File: src/rtl/ctrl_fsm_multi_if.sv
// ---------------------------------------------------------------------------
// ctrl_fsm_multi_if
// Instruction-issue handshake between an instruction source and the
// multi-cycle control unit.
//   ir_valid : source -> unit, an instruction is present on ir_data
//   ir_data  : source -> unit, instruction word (INSTR_W bits)
//   ir_ready : unit -> source, the unit can accept an instruction
// Modports: master = instruction source, slave = control unit.
// ---------------------------------------------------------------------------
interface ctrl_fsm_multi_if #(
  parameter int INSTR_W = 16
) ();
  logic               ir_valid;
  logic [INSTR_W-1:0] ir_data;
  logic               ir_ready;

  modport master (output ir_valid, output ir_data, input ir_ready);
  modport slave  (input ir_valid, input ir_data, output ir_ready);
endinterface

File: src/rtl/ctrl_fsm_multi.sv
// ---------------------------------------------------------------------------
// ctrl_fsm_multi
// Multi-cycle control unit. Accepts instructions over a valid/ready
// handshake and sequences FETCH -> READ -> EXEC -> WB for ALU ops, a single
// BR cycle for jumps, an ILL cycle for undefined opcodes and a sticky HALT.
// Keeps the program counter and the carry/zero flags latched in EXEC.
// Ports:
//   clk, rst_n          : clock (rising edge), asynchronous active-low reset
//   ir_bus (slave)      : ir_valid / ir_data / ir_ready instruction handshake
//   cy, zero            : ALU carry / zero, sampled at the end of EXEC
//   addr1, addr2        : register-file read addresses (rs1, rs2)
//   wr_addr             : register-file write address (rd)
//   rd, wr              : register-file read / write strobes
//   alu_ctrl            : ALU operation select
//   pc                  : program counter
//   flag_cy, flag_z     : latched carry / zero flags
//   halted              : HLT has executed
//   illegal             : one-cycle pulse on an undefined opcode
// All outputs come straight from flops.
// ---------------------------------------------------------------------------
module ctrl_fsm_multi #(
  parameter int INSTR_W = 16,
  parameter int RADDR_W = 3,
  parameter int PC_W    = 8,
  parameter int ALU_W   = 3
) (
  input  logic               clk,
  input  logic               rst_n,
  ctrl_fsm_multi_if.slave    ir_bus,
  input  logic               cy,
  input  logic               zero,
  output logic [RADDR_W-1:0] addr1,
  output logic [RADDR_W-1:0] addr2,
  output logic [RADDR_W-1:0] wr_addr,
  output logic               rd,
  output logic               wr,
  output logic [ALU_W-1:0]   alu_ctrl,
  output logic [PC_W-1:0]    pc,
  output logic               flag_cy,
  output logic               flag_z,
  output logic               halted,
  output logic               illegal
);

  localparam logic [3:0] OP_ADD = 4'b0000;
  localparam logic [3:0] OP_SUB = 4'b0001;
  localparam logic [3:0] OP_AND = 4'b0010;
  localparam logic [3:0] OP_OR  = 4'b0011;
  localparam logic [3:0] OP_XOR = 4'b0100;
  localparam logic [3:0] OP_MOV = 4'b0101;
  localparam logic [3:0] OP_JMP = 4'b1000;
  localparam logic [3:0] OP_JZ  = 4'b1001;
  localparam logic [3:0] OP_JC  = 4'b1010;
  localparam logic [3:0] OP_HLT = 4'b1100;

  // Field positions, counted down from the MSB.
  localparam int RD_HI  = INSTR_W - 5;
  localparam int RS1_HI = RD_HI - RADDR_W;
  localparam int RS2_HI = RS1_HI - RADDR_W;

  typedef enum logic [2:0] {
    S_FETCH = 3'd0,
    S_READ  = 3'd1,
    S_EXEC  = 3'd2,
    S_WB    = 3'd3,
    S_BR    = 3'd4,
    S_ILL   = 3'd5,
    S_HALT  = 3'd6
  } state_t;

  function automatic logic is_alu_op(input logic [3:0] op);
    case (op)
      OP_ADD, OP_SUB, OP_AND, OP_OR, OP_XOR, OP_MOV: is_alu_op = 1'b1;
      default:                                       is_alu_op = 1'b0;
    endcase
  endfunction

  function automatic logic is_br_op(input logic [3:0] op);
    case (op)
      OP_JMP, OP_JZ, OP_JC: is_br_op = 1'b1;
      default:              is_br_op = 1'b0;
    endcase
  endfunction

  function automatic logic [ALU_W-1:0] alu_sel(input logic [3:0] op);
    case (op)
      OP_ADD:  alu_sel = ALU_W'(0);
      OP_SUB:  alu_sel = ALU_W'(1);
      OP_AND:  alu_sel = ALU_W'(2);
      OP_OR:   alu_sel = ALU_W'(3);
      OP_XOR:  alu_sel = ALU_W'(4);
      OP_MOV:  alu_sel = ALU_W'(5);
      default: alu_sel = ALU_W'(0);
    endcase
  endfunction

  state_t               state_r;
  state_t               state_s;

  // Instruction register: only the fields needed after acceptance.
  logic [3:0]           op_r;
  logic [RADDR_W-1:0]   rdf_r;
  logic [PC_W-1:0]      tgt_r;

  logic [RADDR_W-1:0]   addr1_r;
  logic [RADDR_W-1:0]   addr2_r;
  logic [RADDR_W-1:0]   wr_addr_r;
  logic [ALU_W-1:0]     alu_ctrl_r;
  logic [PC_W-1:0]      pc_r;
  logic                 flag_cy_r;
  logic                 flag_z_r;
  logic                 rd_r;
  logic                 wr_r;
  logic                 ir_ready_r;
  logic                 halted_r;
  logic                 illegal_r;

  logic                 accept_s;
  logic                 br_taken_s;
  logic [3:0]           new_op_s;

  assign new_op_s = ir_bus.ir_data[INSTR_W-1 -: 4];
  // ir_ready_r is only high in FETCH, so it doubles as the state qualifier.
  assign accept_s = ir_bus.ir_valid && ir_ready_r;

  // State register.
  always_ff @(posedge clk or negedge rst_n) begin
    if (!rst_n) begin
      state_r <= S_FETCH;
    end else begin
      state_r <= state_s;
    end
  end

  // Next-state decode.
  always_comb begin
    state_s = state_r;
    case (state_r)
      S_FETCH: begin
        if (!accept_s) begin
          state_s = S_FETCH;
        end else if (is_alu_op(new_op_s)) begin
          state_s = S_READ;
        end else if (is_br_op(new_op_s)) begin
          state_s = S_BR;
        end else if (new_op_s == OP_HLT) begin
          state_s = S_HALT;
        end else begin
          state_s = S_ILL;
        end
      end
      S_READ:  state_s = S_EXEC;
      S_EXEC:  state_s = S_WB;
      S_WB:    state_s = S_FETCH;
      S_BR:    state_s = S_FETCH;
      S_ILL:   state_s = S_FETCH;
      S_HALT:  state_s = S_HALT;
      default: state_s = S_FETCH;
    endcase
  end

  // Branch condition uses the flags as they stand in the BR cycle, which
  // already include any update from an immediately preceding EXEC.
  always_comb begin
    br_taken_s = 1'b0;
    case (op_r)
      OP_JMP:  br_taken_s = 1'b1;
      OP_JZ:   br_taken_s = flag_z_r;
      OP_JC:   br_taken_s = flag_cy_r;
      default: br_taken_s = 1'b0;
    endcase
  end

  // Datapath registers and strobes; strobes are decoded from the next state
  // so they line up with the state they belong to.
  always_ff @(posedge clk or negedge rst_n) begin
    if (!rst_n) begin
      op_r       <= 4'b0000;
      rdf_r      <= '0;
      tgt_r      <= '0;
      addr1_r    <= '0;
      addr2_r    <= '0;
      wr_addr_r  <= '0;
      alu_ctrl_r <= '0;
      pc_r       <= '0;
      flag_cy_r  <= 1'b0;
      flag_z_r   <= 1'b0;
      rd_r       <= 1'b0;
      wr_r       <= 1'b0;
      ir_ready_r <= 1'b1;
      halted_r   <= 1'b0;
      illegal_r  <= 1'b0;
    end else begin
      ir_ready_r <= (state_s == S_FETCH);
      rd_r       <= (state_s == S_READ) || (state_s == S_EXEC);
      wr_r       <= (state_s == S_WB);
      illegal_r  <= (state_s == S_ILL);
      halted_r   <= (state_s == S_HALT);

      if (accept_s) begin
        op_r  <= new_op_s;
        rdf_r <= ir_bus.ir_data[RD_HI -: RADDR_W];
        tgt_r <= ir_bus.ir_data[PC_W-1:0];
        pc_r  <= pc_r + PC_W'(1);
        // Read addresses and ALU select only move for ALU ops; otherwise
        // they keep their last values.
        if (is_alu_op(new_op_s)) begin
          addr1_r    <= ir_bus.ir_data[RS1_HI -: RADDR_W];
          addr2_r    <= ir_bus.ir_data[RS2_HI -: RADDR_W];
          alu_ctrl_r <= alu_sel(new_op_s);
        end
      end else if ((state_r == S_BR) && br_taken_s) begin
        pc_r <= tgt_r;
      end

      if (state_r == S_EXEC) begin
        wr_addr_r <= rdf_r;
        // MOV is a pass-through and must not disturb the flags.
        if (op_r != OP_MOV) begin
          flag_cy_r <= cy;
          flag_z_r  <= zero;
        end
      end
    end
  end

  assign ir_bus.ir_ready = ir_ready_r;
  assign addr1           = addr1_r;
  assign addr2           = addr2_r;
  assign wr_addr         = wr_addr_r;
  assign rd              = rd_r;
  assign wr              = wr_r;
  assign alu_ctrl        = alu_ctrl_r;
  assign pc              = pc_r;
  assign flag_cy         = flag_cy_r;
  assign flag_z          = flag_z_r;
  assign halted          = halted_r;
  assign illegal         = illegal_r;

endmodule

File: src/flat_wrapper.sv
// flat-port wrapper written by rule: the top's interface ports become plain ports
module ctrl_fsm_multi_flat 
#(
  parameter int INSTR_W = 16,
  parameter int RADDR_W = 3,
  parameter int PC_W    = 8,
  parameter int ALU_W   = 3
)
  (clk, rst_n, cy, zero, addr1, addr2, wr_addr, rd, wr, alu_ctrl, pc, flag_cy, flag_z, halted, illegal, ir_bus_ir_valid, ir_bus_ir_data, ir_bus_ir_ready);
  ctrl_fsm_multi_if #(.INSTR_W(INSTR_W)) ir_bus_i ();
  input  logic clk;
  input  logic rst_n;
  input  logic cy;
  input  logic zero;
  output logic [RADDR_W-1:0] addr1;
  output logic [RADDR_W-1:0] addr2;
  output logic [RADDR_W-1:0] wr_addr;
  output logic rd;
  output logic wr;
  output logic [ALU_W-1:0] alu_ctrl;
  output logic [PC_W-1:0] pc;
  output logic flag_cy;
  output logic flag_z;
  output logic halted;
  output logic illegal;
  input wire logic [$bits(ir_bus_i.ir_valid)-1:0] ir_bus_ir_valid;
  input wire logic [$bits(ir_bus_i.ir_data)-1:0] ir_bus_ir_data;
  output wire logic [$bits(ir_bus_i.ir_ready)-1:0] ir_bus_ir_ready;
  assign ir_bus_i.ir_valid = ir_bus_ir_valid;
  assign ir_bus_i.ir_data = ir_bus_ir_data;
  assign ir_bus_ir_ready = ir_bus_i.ir_ready;
  ctrl_fsm_multi #(.INSTR_W(INSTR_W), .RADDR_W(RADDR_W), .PC_W(PC_W), .ALU_W(ALU_W)) u_core (.clk(clk), .rst_n(rst_n), .ir_bus(ir_bus_i), .cy(cy), .zero(zero), .addr1(addr1), .addr2(addr2), .wr_addr(wr_addr), .rd(rd), .wr(wr), .alu_ctrl(alu_ctrl), .pc(pc), .flag_cy(flag_cy), .flag_z(flag_z), .halted(halted), .illegal(illegal));
endmodule
File: config.mk
export PLATFORM = sky130hd
export DESIGN_NAME = ctrl_fsm_multi_flat
export DESIGN_NICKNAME = d
export VERILOG_FILES = /design/src/rtl/ctrl_fsm_multi_if.sv /design/src/rtl/ctrl_fsm_multi.sv /design/src/flat_wrapper.sv
export SDC_FILE = /design/constraint.sdc
export NUM_CORES = 1
export LEC_CHECK = 0
export BUFFER_PORTS_ARGS = -buffer_cell sky130_fd_sc_hd__buf_2
export CAP_MARGIN = 15
export CELL_PAD_IN_SITES_DETAIL_PLACEMENT = 0
export CELL_PAD_IN_SITES_GLOBAL_PLACEMENT = 1
export CORE_UTILIZATION = 30
export DETAILED_ROUTE_END_ITERATION = 10
export PLACE_DENSITY = 0.59
export SLEW_MARGIN = 20
export SYNTH_ARGS = -nofsm -noshare
export SYNTH_HDL_FRONTEND = slang
export SYNTH_SLANG_ARGS = --single-unit
File: constraint.sdc
create_clock -name clk -period 1.44 [get_ports clk]
set_clock_uncertainty 0.15 [all_clocks]
set_input_delay 0.144 -clock clk [delete_from_list [all_inputs] [get_ports clk]]
set_output_delay 0.144 -clock clk [all_outputs]
set_load 0.05 [all_outputs]
Word-level counts from Yosys, hierarchy flattened
Cells that the tools add are included.
Cells by class
  add/sub/neg operators: 1
  equal/unequal tests: 22
  multiplexer cells: 16
  reduce and logical (&&, ||, !) cells: 11
Operator list (count)
  4-bit equality test, second input constant: 7
  8-bit 2-to-1 mux: 2
  3-bit case mux with 5 select lines: 1
  3-bit equality test, second input constant: 4
  3-bit case mux with 4 select lines: 1
  3-bit by 2-bit equality test with 1-bit output, second input constant: 3
  3-bit 2-to-1 mux: 3
  8-bit by 1-bit adder with 8-bit output, second input constant: 1
  4-bit by 2-bit equality test with 1-bit output, second input constant: 2
  4-bit by 3-bit equality test with 1-bit output, second input constant: 2
  1-bit 2-to-1 mux: 7
  3-bit by 1-bit equality test with 1-bit output, second input constant: 2
  3-bit logical NOT: 2
  6-bit OR reduction: 1
  4-bit by 1-bit equality test with 1-bit output, second input constant: 1
  4-bit logical NOT: 1
  4-bit by 3-bit != test with 1-bit output, second input constant: 1
  2-bit AND reduction: 2
  1-bit case mux with 3 select lines: 1
  3-bit OR reduction: 1
  1-bit logical AND: 2
  2-bit 2-to-1 mux: 1
  2-bit nonzero test: 1
  1-bit logical OR: 1
Storage, ports and cells
  bits in registers: 45
  bits of input ports: 21
  output and inout port bits: 27
  word-level logic and storage cells: 66

Depth between registers and ports, before layout
Gate-level depths: netlist (run 1).
  word-level depth: 14
  gate-level depth with buffers: 6
  gate-level depth less buffers: 5

Worst setup path after synthesis (run 1)
No wires, ideal clock.
  path type: register to register
  start: reg u_core.ir_ready_r (netlist: u_core.ir_bus.ir_ready)
  end: reg u_core.pc_r[5] (netlist: u_core.pc[5])
  library setup time: 0.066 ns
  arrival: 1.548 ns
  required time: 1.224 ns
  slack: -0.324 ns
  stages on the path, launching flop included: 7
  buffers on the path: 2
  clock period less this slack: 1.764 ns
  path through: dfstp_2 and2_1 clkbuf_1 buf_2 a31oi_1 o21ai_0 o311a_1
On the way
  word-level cells in the longest chain between the ends: 2
  elaborated cells on any way between the ends: 3
  those cells by class: mux: 1; reduce/logical: 2
Ends and longest elaborated chain
  start, declared: line ctrl_fsm_multi.sv:114  | logic ir_ready_r;
  start signal, assigned: line ctrl_fsm_multi.sv:194  | ir_ready_r <= (state_s == S_FETCH);
  1-bit logical AND *: line ctrl_fsm_multi.sv:124  | assign accept_s = ir_bus.ir_valid && ir_ready_r;
  8-bit 2-to-1 mux / 2-bit nonzero test (equally long branches)
  end signal, assigned: line ctrl_fsm_multi.sv:204  | pc_r <= pc_r + PC_W'(1);
  end signal, assigned: line ctrl_fsm_multi.sv:213  | pc_r <= tgt_r;
  end, declared: line ctrl_fsm_multi.sv:109  | logic [PC_W-1:0] pc_r;
Mark *: on every way between the ends. The rest lies on a longest branch, timed or not.
A chain may end at the register's enable or synchronous reset.

Worst setup path in the final report (run 1)
  start: reg u_core.op_r[0]
  end: reg u_core.pc_r[5] (netlist: u_core.pc[5])
On the way
  word-level cells in the longest chain between the ends: 4
  elaborated cells on any way between the ends: 6
  those cells by class: eq/ne: 3; mux: 1; reduce/logical: 2
Ends and longest elaborated chain
  start, declared: line ctrl_fsm_multi.sv:101  | logic [3:0] op_r;
  start signal, assigned: line ctrl_fsm_multi.sv:201  | op_r <= new_op_s;
  4-bit equality test: line ctrl_fsm_multi.sv:166  | case (op_r)
  1-bit case mux with 3 select lines *: line ctrl_fsm_multi.sv:166
  1-bit logical AND *: line ctrl_fsm_multi.sv:212  | end else if ((state_r == S_BR) && br_taken_s) begin
  2-bit nonzero test (no source line) *
Marks and branches as above.

==> impl.org, run 1 <==
** Outcome
- Outcome :: finished with violations
- Failing checks :: DRC, setup timing

** STA
- Time the final worst path needs with I/O delays and setup :: 1.56 ns
- The hold violation count in the final report came to 0.
- Least-Margin Pin Slew :: 0.533 ns
- The worst pin sits at a relative slew slack of 64.5%.
- Number of setup violations in the final report :: 26
- Setup repair after global routing could not meet its margin everywhere.
- Highest Clock Rate :: 641 MHz
- Final hold analysis gives a worst-case slack of 0.0172 ns.
- Count of final max-slew check failures :: 0
- Final worst slack :: -0.121 ns
- Dividing the final minimum period by the clock period gives 108%.

** Synth
- Multiplexer area fraction after synthesis :: 6.54%
- Summing the areas of all compound-gate instances in the mapped netlist gives 10.6% of the synthesized area.
- Share of the yosys chip area belonging to registers :: 55.1%
- Cell count after synthesis :: 199
- The Yosys step of the flow raised 0 warnings.
- Share of Yosys cell area claimed by the top area cell type :: 53.8%
- Number of synthesized register bits :: 45
- The synthesized netlist devotes 0.612% of its cell area to adder and majority cells.
- Top area cells in the synthesized netlist :: dfrtp_1 (54%), nand2_1 (9.9%), mux2_2 (6.1%), nor3_1 (2.2%), nor2_1 (2.0%)
- In this run the mean area of a mapped cell was 10.3 sq um.
- Mapped Nets :: 221
- The netlist uses 42 different library cells.
- Area of the mapped netlist :: 2050 sq um
- After synthesis, the largest family of logic cells by area is simple AND/OR/NAND/NOR gates.
- The biggest area contributor in the post-synthesis netlist is dfrtp_1.
- Post-synthesis xor/xnor area fraction :: 0.428%
- Summing the areas of all and, or, nand and nor instances in the mapped netlist gives 23.1% of the synthesized area.

** Placement
- Once detailed placement completed, the half-perimeter wirelength came to 3.45 mm.
- The count of buffers added on input and output ports is 47.
- At the end of routability-driven placement, the weighted congestion stood at 0.728.
- Worst-case setup slack after placement :: -0.124 ns

** Power
- The analysis attributes to cell leakage a power of 1.49 nW.
- Highest ir drop seen on vdd :: 1.27 mV
- Pwr Total :: 0.00730 W
- In this run the power density over the cells is 2300 nW/um^2.

** Clock tree
- Root Buffer :: clkbuf_8
- For the worst-skew pair, the clock arrives at the later sink with an insertion delay of 0.30 ns.
- Post-CTS clock slew at the launch and capture registers of the worst setup and hold paths :: 0.09 ns
- In this run the deepest clock path goes through 2 buffers.
- TritonCTS clock tree :: done
- The clock drives 45 sinks.
- Count of H-tree levels built during CTS :: 2
- Counting the buffers created by CTS gives 5.

** Layout
- The post-route netlist has 49.2% of its cells at a drive strength greater than 1.
- The sequential cells in the finished layout cover a total of 1140 sq um.
- Final nets :: 324
- Counting the fill cells in the layout gives 636.
- Area of the multi-input gates :: 1030 sq um
- Most frequent cells in the layout :: nand2_1 (46), buf_2 (46), dfrtp_1 (36), buf_4 (25), dlygate4sd3_1 (19)
- From synthesis to final layout, the design area changed by 55.1%.
- The number of antenna diodes in the final layout is 0.

** Route
- Initial drt markers :: 87
- For this block, the routed nets add up to 5.20 mm of wire.
- In the routed layout, each cell is associated on average with a via count of 4.77.
- The detail route stage leaves a number of antenna-violating nets equal to 0.
- Final routed DRC violation total :: 2
- After detailed routing, the average wire length per cell comes to 13.7 microns.
- Router iterations before antenna repair :: 9
- Total via count after detailed routing :: 1,811

** Die
- In this run the core area contains 29 standard-cell rows.
- The core region is 6460 sq um.
- X dimension of the die :: 84.6 microns
- Initial core utilization :: 31.7%
- The die covers 7150 sq um.
- 48 I/O pins were placed.
- Vertical die dimension :: 84.6 microns

** Worst setup path
- Element type at the critical path end :: flop
- Worst r2r dst :: u_core.pc[5]
- Worst path top cell family by delay :: compound AO/OA/AOI/OAI gates
- The most critical setup path has its endpoint at u_core.pc[5].
- Max stage delay cell, worst path :: dfrtp_1
- Together, buffers and inverters on the worst path number 0.
- R2R Setup Slk :: -0.12 ns
- For the worst setup path, the data arrival time is 1.61 ns.
- Startpoint of the most critical setup path :: u_core.op_r[0]
- In this design, the stage delay of the slowest critical-path cell is 0.39 ns.
- Counting buffers and inverters, the worst setup path is 4 cells deep.
- The worst register-to-register path begins at u_core.op_r[0].
- Launching element type of the critical path :: flop
- Along the worst path, the maximum fanout reaches 7.
- For the worst flop-to-flop path, the logic depth is 4.
- STA puts the critical path data required time at 1.49 ns.
- Traced cell by cell, the critical path runs through and2b_2, o22ai_4, nand2_4, o311a_1.
- The critical path is of the reg2reg type.

** Run
- Count of max-cap constraint violations :: 0

** GRT
- Entering global routing, the biggest net connects 46 pins.
- The number of global-route vias before repair came to 1,721.
- Wire length of the first global-routing pass :: 8.42 mm
- Remaining global-route overflow :: 0
- Antenna violations before repair :: 0
- Global routing used 15.2% of the available tracks across all layers.

** Hold path
- Class of the worst hold path :: in2reg
- Worst hold path depth :: 2
==> per-stage QoR <==
| stage | TNS, ns | std cells | utilization [%] | instance area, sq um |
|---|---|---|---|---|
| 2_1_floorplan | -5.16 | 199 | - | 2100 |
| 3_3_place_gp | -1.28 | 342 | 39.8 | 2570 |
| 3_5_place_dp | -1.57 | 342 | 39.8 | 2570 |
| 4_1_cts | -0.830 | 374 | 46.4 | 3000 |
| 5_1_grt | -3.34 | 380 | 49.1 | 3170 |
| 6_report | -1.43 | 380 | 49.1 | 3170 |
==> cells by family (layout without fill, tap and decap cells) <==
logic type               Yosys count  after routing
AO/OA/AOI/OAI                     31             31
buffers and inverters             12            116
XOR/XNOR                           1              1
adder cells (fa/ha/maj)            1              1
flip-flops                        45             45
AND/OR/NAND/NOR                   97             97
multiplexers                      12             12
==> routing by layer <==
metal	wire [microns]	track usage [%]	part of all wire [%]
met5	0	0	0
met4	66	5.08	1.3
met3	178	3.15	3.4
met1	2660	22.0	51
met2	2300	22.8	44
==> area by class of cell <==
cell class / count / area share [%]
inverters: 2 / 0.237
clock inverters: 2 / 0.473
multi-input cells: 142 / 32.4
well taps: 77 / 3.04
repair buffers: 106 / 25.7
clock buffers: 6 / 2.29
flip-flops and latches: 45 / 35.8
==> timing repair <==
| action | 4_1_cts | 5_1_grt |
|---|---|---|
| resized for setup | 28 | 35 |
| hold buffers | 19 | 0 |
| pin swaps | 12 | 13 |
| buffers inserted | 5 | 6 |
| hold endpoints to repair | 67 | 0 |
| setup endpoints to repair | 26 | 31 |
==> worst min-delay path by stage <==
stage / startpoint / to / slack, ns
finish: ir_bus_ir_data[12] / u_core.alu_ctrl[0] / 0.02
global route: ir_bus_ir_data[12] / u_core.alu_ctrl[0] / 0.01
CTS: ir_bus_ir_data[12] / u_core.alu_ctrl[0] / 0.006
detailed placement: rst_n / u_core.pc[7] / -0.003
global placement: rst_n / u_core.pc[7] / -0.002
floorplan: rst_n / u_core.addr1[0] / -0.30
==> cell usage after synthesis (all sizes together) <==
| cell | number |
|---|---|
| nand3 | 3 |
| nand4 | 4 |
| mux2 | 11 |
| nand2 | 55 |
| a21o | 1 |
| a31oi | 1 |
| and4 | 1 |
| mux2i | 1 |
| nor2b | 1 |
| o21a | 1 |
| o211ai | 1 |
| nand2b | 2 |
| xnor2 | 1 |
| and2 | 2 |
| inv | 2 |
| nor3b | 2 |
| o31ai | 1 |
| dfstp | 1 |
| a21boi | 1 |
| nor2 | 11 |
| ha | 1 |
| a21oi | 8 |
| a31o | 1 |
| buf | 7 |
| a311oi | 2 |
| or3 | 1 |
| o21ai | 6 |
| and2b | 2 |
| a211oi | 3 |
| o311a | 1 |
| o22a | 2 |
| nor4 | 1 |
| clkbuf | 3 |
| and3 | 1 |
| nor3 | 9 |
| nor4bb | 2 |
| dfrtp | 44 |
| o22ai | 2 |
==> sequential cells by signal, summed over array words and instances, names as in the netlist <==
| register | flops |
|---|---|
| u_core.addr1 | 3 |
| u_core.addr2 | 3 |
| u_core.alu_ctrl | 3 |
| u_core.flag_cy | 1 |
| u_core.flag_z | 1 |
| u_core.halted | 1 |
| u_core.illegal | 1 |
| u_core.ir_bus.ir_ready | 1 |
| u_core.op_r | 4 |
| u_core.pc | 8 |
| u_core.rd | 1 |
| u_core.rdf_r | 3 |
| u_core.state_r | 3 |
| u_core.tgt_r | 8 |
| u_core.wr | 1 |
| u_core.wr_addr | 3 |
==> power by group <==
part | total (W) | switching, W | internal (W)
sequential | 0.00232 | 0.000439 | 0.00188
clock | 0.000798 | 0.000455 | 0.000343
combinational | 0.00419 | 0.00252 | 0.00167
(Power assumes the default switching activity.)
==> inputs of run 2 (changes only) <==
--- a/config.mk
+++ b/config.mk
@@ -9,6 +9,7 @@
 export CAP_MARGIN = 15
 export CELL_PAD_IN_SITES_DETAIL_PLACEMENT = 0
 export CELL_PAD_IN_SITES_GLOBAL_PLACEMENT = 1
+export CORE_MARGIN = 4
 export CORE_UTILIZATION = 30
 export DETAILED_ROUTE_END_ITERATION = 10
 export PLACE_DENSITY = 0.59
==> impl.org, run 2 (synthesis results as in run 1) <==
** Placement
- Post-detail-place hpwl :: 3.63 mm
- At the placement stage, the worst setup path has a slack of -0.132 ns.
- Cell count after placement :: 344
- The congestion estimate from routability-driven global placement came to 0.796.
- In this run the tool buffered the top-level ports with 47 buffer cells.

** Worst setup path
- Critical path class :: reg2reg
- Among all stages on the critical path, the largest delay is contributed by dfstp_2.
- The largest single stage delay on the critical path is 0.55 ns.
- Buffer and inverter count on the worst path :: 1
- Worst path top cell family by delay :: simple AND/OR/NAND/NOR gates
- The worst setup path is captured at a flop.
- Launching element type of the critical path :: flop
- Number of stages on the worst setup path :: 5
- STA puts the critical path data required time at 1.49 ns.
- Traced cell by cell, the critical path runs through buf_6, and2_4, nand3_2, or3_1, o211ai_1.
- In this run the worst path has a maximum fanout of 5.
- Data arrives at the worst endpoint at 1.59 ns.
- R2R cell count :: 5

** STA
- The routed design could run at a clock period as short as 1.54 ns.
- Worst slew margin relative to its limit :: 69.4%
- Highest Clock Rate :: 651 MHz
- Least-Margin Pin Slew :: 0.452 ns
- Hold Fails Final Rpt :: 0
- Final worst slack :: -0.0960 ns
- The final count of pins violating max slew is 0.
- Setup repair after global routing could not meet its margin everywhere.
- Tcrit/Tclk final :: 107%
- Setup violations remaining at the end of the flow were counted as 32.
- Final hold analysis gives a worst-case slack of 0.0151 ns.

** Route
- Router iterations before antenna repair :: 3
- For this run, design rule violations remaining after detail routing come to 0.
- Once detail routing completed, the nets flagged for antenna violations numbered 0.
- Using the TritonRoute via totals, the vias-per-cell ratio works out to 4.70.
- Total wire length :: 5.22 mm
- Total via count after detailed routing :: 1,763
- In the final routed layout, each cell accounts on average for 13.9 microns.
- For this block, the initial DRC count from the detailed router was 22.

** Clock tree
- TritonCTS clock tree :: done
- Clock sink total :: 45
- The H-tree generated during clock tree synthesis spans 2 levels.
- Insertion delay to the later sink of the worst-skew pair :: 0.29 ns
- The longest clock path from root to sink contains 2 buffers.
- The number of clock buffers added by TritonCTS is 5.
- Post-CTS clock slew at the launch and capture registers of the worst setup and hold paths :: 0.08 ns
- Root Buffer :: clkbuf_8

** Layout
- Most frequent cells in the layout :: buf_2 (46), dfrtp_1 (37), nand2_1 (36), buf_4 (23), dlygate4sd3_1 (18)
- Fraction of the core area covered by cells at the end of the flow :: 49.0%
- Most common cell after layout, fill and taps aside :: buf_2
- 0 antenna diodes ended up in the layout.
- The post-route netlist has 54.4% of its cells at a drive strength greater than 1.
- Relative to the synthesized area, the layout overhead comes to 55.5%.
- At the end of the flow, the number of nets in the layout was 319.
- Final instance count without filler cells :: 375

** Die
- For this configuration, the core starts out at a cell density of 31.5%.
- Row generation in the floorplan step produced 29 rows.
- Die area :: 8200 sq um
- I/O pin count :: 48
- Vertical die dimension :: 90.6 microns
- The die is 90.6 microns wide.
- Std-Cell Core Area :: 6490 sq um

** GRT
- Pin count of the biggest net entering global routing :: 46
- Antenna violations before repair :: 0
- The first global-routing pass estimated 8.85 mm of wire.
- The total overflow left after global routing is 0.
- Via count of the first global-routing pass :: 1,808
- GRT Overall Usage :: 13.1%

** Power
- Sequential share of power :: 31.4%
- Net switching is 46.6% of the power.
- Summing internal, switching and leakage power gives 0.00731 W.
- In this run the static leakage power is 1.50 nW.
- Internal Power :: 0.00390 W
- VDD sags by at most 1.08 mV.
- Combinational logic is responsible for 57.3% of the overall power.
- Power per cell area :: 2300 nW/um^2
- Proportion of power drawn by the clock network :: 11.3%
- The analysis attributes to net switching a power of 0.00340 W.

** Hold path
- The path class of the tightest hold or removal check is in2reg.
- The worst hold path passes through 2 cells.

** Outcome
- The checks that failed: setup timing.
- The flow ran to the end, but the final reports show violations.

** Run
- Max-cap violations in this run came to 0.
-- run 2: worst paths after layout --
check	from	endpoint	slack [ns]
worst max-delay path	u_core.ir_bus.ir_ready	u_core.pc[6]	-0.1
worst min-delay path	ir_bus_ir_data[12]	u_core.alu_ctrl[0]	0.02
worst max register to register	u_core.ir_bus.ir_ready	u_core.pc[6]	-0.1
worst min register to register	u_core.rdf_r[2]	u_core.rdf_r[2]	0.34
max in group asynchronous	rst_n	u_core.ir_bus.ir_ready	0.65
min in group asynchronous	rst_n	u_core.pc[3]	0.21
-- run 2: cell type report --
| type | instances | area [sq um] |
|---|---|---|
| Multi-Input combinational cell | 142 | 1070 |
| Fill cell | 614 | 3310 |
| Sequential cell | 45 | 1140 |
| Clock buffer | 6 | 82.6 |
| Tap cell | 77 | 96.3 |
| Clock inverter | 2 | 16.3 |
| Timing Repair Buffer | 101 | 769 |
| Inverter | 2 | 7.51 |
-- run 2: metal layers --
layer,up-vias,global-route usage (%),wire [microns]
li1,883,-,-
met4,0,1.91,57
met1,844,18.1,2530
met3,4,2.75,172
met2,32,21.5,2450
met5,-,0,0
-- run 2: stage by stage --
| step | cell area, sq um | setup TNS [ns] |
|---|---|---|
| 2_1_floorplan | 2100 | -5.16 |
| 3_3_place_gp | 2600 | -1.88 |
| 3_5_place_dp | 2600 | -2.24 |
| 4_1_cts | 2980 | -1.22 |
| 5_1_grt | 3180 | -3.48 |
| 6_report | 3180 | -1.40 |
-- run 2: power by group through the flow --
stage	Combinational [W]	Clock, W	Sequential [W]
final	0.00419	0.000827	0.00229
after CTS	0.00390	0.000870	0.00229
after detailed placement	0.00363	0	0.00229
after floorplan	0.00136	0	0.00346
after global routing	0.00450	0.000920	0.00237
after global placement	0.00362	0	0.00227
-- run 2: what timing repair did --
action,in CTS,in global routing
hold endpoints to repair,66,1
pin swaps,10,13
buffers inserted,3,4
hold buffers,17,1
resized for setup,29,44
setup endpoints to repair,29,41
==> inputs of run 3 (changes only) <==
--- a/config.mk
+++ b/config.mk
@@ -6,14 +6,15 @@
 export NUM_CORES = 1
 export LEC_CHECK = 0
 export BUFFER_PORTS_ARGS = -buffer_cell sky130_fd_sc_hd__buf_2
-export CAP_MARGIN = 15
+export CAP_MARGIN = 20
 export CELL_PAD_IN_SITES_DETAIL_PLACEMENT = 0
 export CELL_PAD_IN_SITES_GLOBAL_PLACEMENT = 1
 export CORE_MARGIN = 4
 export CORE_UTILIZATION = 30
 export DETAILED_ROUTE_END_ITERATION = 10
 export PLACE_DENSITY = 0.59
-export SLEW_MARGIN = 20
+export REMOVE_ABC_BUFFERS = 1
+export SLEW_MARGIN = 15
 export SYNTH_ARGS = -nofsm -noshare
 export SYNTH_HDL_FRONTEND = slang
 export SYNTH_SLANG_ARGS = --single-unit
==> impl.org, run 3 (synthesis results as in run 1) <==
** Power
- Summed over all cells, the static leakage comes to 1.50 nW.
- Cell internal power was estimated by the tool at 0.00380 W.
- Power per cell area :: 2290 nW/um^2
- Net switching is 46.5% of the power.
- In this run the power spent charging and discharging nets is 0.00331 W.
- Proportion of power drawn by the clock network :: 10.6%
- Sequential cells account for 31.4% of the total power.
- Portion of total power attributed to combinational logic :: 57.9%
- Highest ir drop seen on vdd :: 1.02 mV

** Clock tree
- For the worst-skew pair, the clock arrives at the later sink with an insertion delay of 0.29 ns.
- Counting along the longest clock path gives a buffer depth of 2.
- Inserted Clock Buffers :: 5
- Count of H-tree levels built during CTS :: 2
- TritonCTS built the clock tree.
- Clock sink total :: 45
- Post-CTS clock slew at the launch and capture registers of the worst setup and hold paths :: 0.08 ns
- Root Buffer :: clkbuf_8

** GRT
- GRT Overall Usage :: 13.2%
- Remaining global-route overflow :: 0
- Via count of the first global-routing pass :: 1,820
- The first global-routing pass estimated 8.87 mm of wire.
- Entering global routing, the biggest net connects 19 pins.
- Antenna violations before repair :: 0

** STA
- Setup repair after global routing could not meet its margin everywhere.
- The final count of pins violating max slew came to 0.
- The final critical path takes up 108% of the cycle.
- Number of setup violations in the final report :: 16
- Time the final worst path needs with I/O delays and setup :: 1.55 ns
- For the final routed database, the setup TNS stands at -0.914 ns.
- The hold violation count in the final report came to 0.
- Setup slack on the critical path of the routed design comes to -0.109 ns.
- Least-Margin Pin Slew :: 0.446 ns
- Worst slew margin relative to its limit :: 70.3%
- Highest Clock Rate :: 645 MHz

** Layout
- The library cell used most frequently in the layout, excluding fill and tap cells, is nand2_1.
- Most frequent cells in the layout :: nand2_1 (52), buf_2 (45), dfrtp_1 (43), buf_4 (34), dlygate4sd3_1 (15)
- Cells with a size suffix above 1 make up 45.6% of the layout.
- Register area :: 1130 sq um
- Layout overhead on the synthesized area :: 51.9%
- 0 antenna diodes ended up in the layout.
- Final nets :: 326
- In the final layout, the multi-input gates occupy 970 sq um.
- With fillers left out, the area of the finished cells amounts to 3110 sq um.
- Fillers :: 617

** Route
- After detailed routing, the average wire length per cell comes to 13.6 microns.
- The first detailed-routing pass took 4 iterations.
- Total wire length :: 5.21 mm
- In this run the remaining antenna-violating nets after routing total 0.
- In the routed design, unresolved DRC markers number 0.
- The routed layout has 1,823 vias.
- Vias per cell :: 4.77
- The detailed router finished its first iteration with 85 violations.

** Hold path
- The min-delay analysis places its worst path in the category in2reg.

** Worst setup path
- R2R Setup Slk :: -0.11 ns
- Number of stages on the worst setup path :: 4
- For the worst setup path, the data required time is 1.47 ns.
- Startpoint of the most critical setup path :: u_core.op_r[3]
- CP Cell Sequence :: buf_4, nor4bb_1, and2b_1, mux2_4
- In this run the critical register-to-register path is captured at u_core.flag_z.
- Max stage delay cell, worst path :: dfrtp_1
- R2R cell count :: 4
- Counting both buffers and inverters, the worst setup path holds a total of 1.
- Launching element type of the critical path :: flop
- Critical path class :: reg2reg
- Worst r2r src :: u_core.op_r[3]
- Element type at the critical path end :: flop
- Worst path top cell family by delay :: simple AND/OR/NAND/NOR gates
- Slowest cell delay on critical path :: 0.38 ns
- Worst Setup EP :: u_core.flag_z
- In this run the worst path has a maximum fanout of 3.
- Worst endpoint data arrival time :: 1.58 ns

** Die
- Vertical die dimension :: 90.6 microns
- In this run the count of I/O pins placed on the die edge is 48.
- Std-Cell Core Area :: 6490 sq um
- Row generation in the floorplan step produced 29 rows.
- Die area :: 8200 sq um
- The floorplan step set the die width to 90.6 microns.
- The initial utilization of the core area, before any placement, comes to 31.5%.

** Placement
- Final Wtd Congestion :: 0.742
- Post-Place Cell Area :: 2620 sq um
- Post-detail-place hpwl :: 3.83 mm
- During placement, the flow inserted port buffers numbering 47.

** Run
- Max-cap violations in this run came to 0.

** Outcome
- Outcome :: finished with violations
- Failing checks :: setup timing
run 3: changes by cell type in the layout (fill, tap and decap cells not counted), moves of 4 or more:
cell,change
a21oi_1,+4
buf_4,+11
dfrtp_2,-6
nand2_1,+16
nand2_2,-14
a21oi_2,-5
dfrtp_1,+6
run 3: worst min-delay path by stage:
stage                       to                from  cells past startpoint  slack [ns]
2_1_floorplan  u_core.addr1[0]               rst_n                      0       -0.30
3_3_place_gp   u_core.tgt_r[2]               rst_n                      1       -0.03
3_5_place_dp   u_core.tgt_r[2]               rst_n                      1       -0.04
4_1_cts         u_core.op_r[1]  ir_bus_ir_data[13]                      4        0.01
5_1_grt         u_core.op_r[1]  ir_bus_ir_data[13]                      4        0.03
6_report        u_core.op_r[0]  ir_bus_ir_data[12]                      4        0.03
run 3: layout make-up:
cell class / instances / area share [%]
clock buffer: 6 / 2.34
multi-input combinational: 142 / 31.2
clock inverter: 2 / 0.322
tap: 77 / 3.10
timing repair buffer: 108 / 26.5
inverter: 2 / 0.242
sequential: 45 / 36.3
run 3: what timing repair did:
item                                    4_1_cts  5_1_grt
setup buffers                                 1        5
hold endpoints to repair                     52        0
cloned                                        0        1
hold buffers                                 15        0
pin swaps                                     4        9
endpoints found under the setup margin       24       30
gates resized for setup                      28       24
run 3: worst min-delay path, delay by kind of cell:
family	cells	cell delay, ns
and+or+nand+nor	2	0.10
buffers and inverters	2	0.21
run 3: per-stage QoR:
| step | total power, W | setup WS [ns] | hold WS (ns) | utilization (%) | cells |
|---|---|---|---|---|---|
| after floorplan | 0.00461 | -0.866 | -0.302 | - | 189 |
| after global placement | 0.00587 | -0.106 | -0.0332 | 40.3 | 352 |
| after detailed placement | 0.00589 | -0.144 | -0.0372 | 40.3 | 352 |
| after CTS | 0.00691 | -0.104 | 0.0142 | 45.6 | 376 |
| after global routing | 0.00761 | -0.147 | 0.0333 | 47.8 | 382 |
| final | 0.00711 | -0.109 | 0.0312 | 47.8 | 382 |
run 3: routing by layer:
layer  share of wire [%]  GRT usage (%)  routed length (microns)
met4                0.63           2.68                       33
met3                 3.6           3.08                      185
met2                  48           21.2                     2480
met5                   0              0                        0
met1                  48           18.1                     2510
run 3: power groups by stage:
stage               Combinational (W)  Clock, W  Sequential, W
CTS                           0.00388  0.000797        0.00224
global route                  0.00442  0.000849        0.00233
global placement              0.00364         0        0.00223
finish                        0.00412  0.000755        0.00224
floorplan                     0.00111         0        0.00350
detailed placement            0.00364         0        0.00224
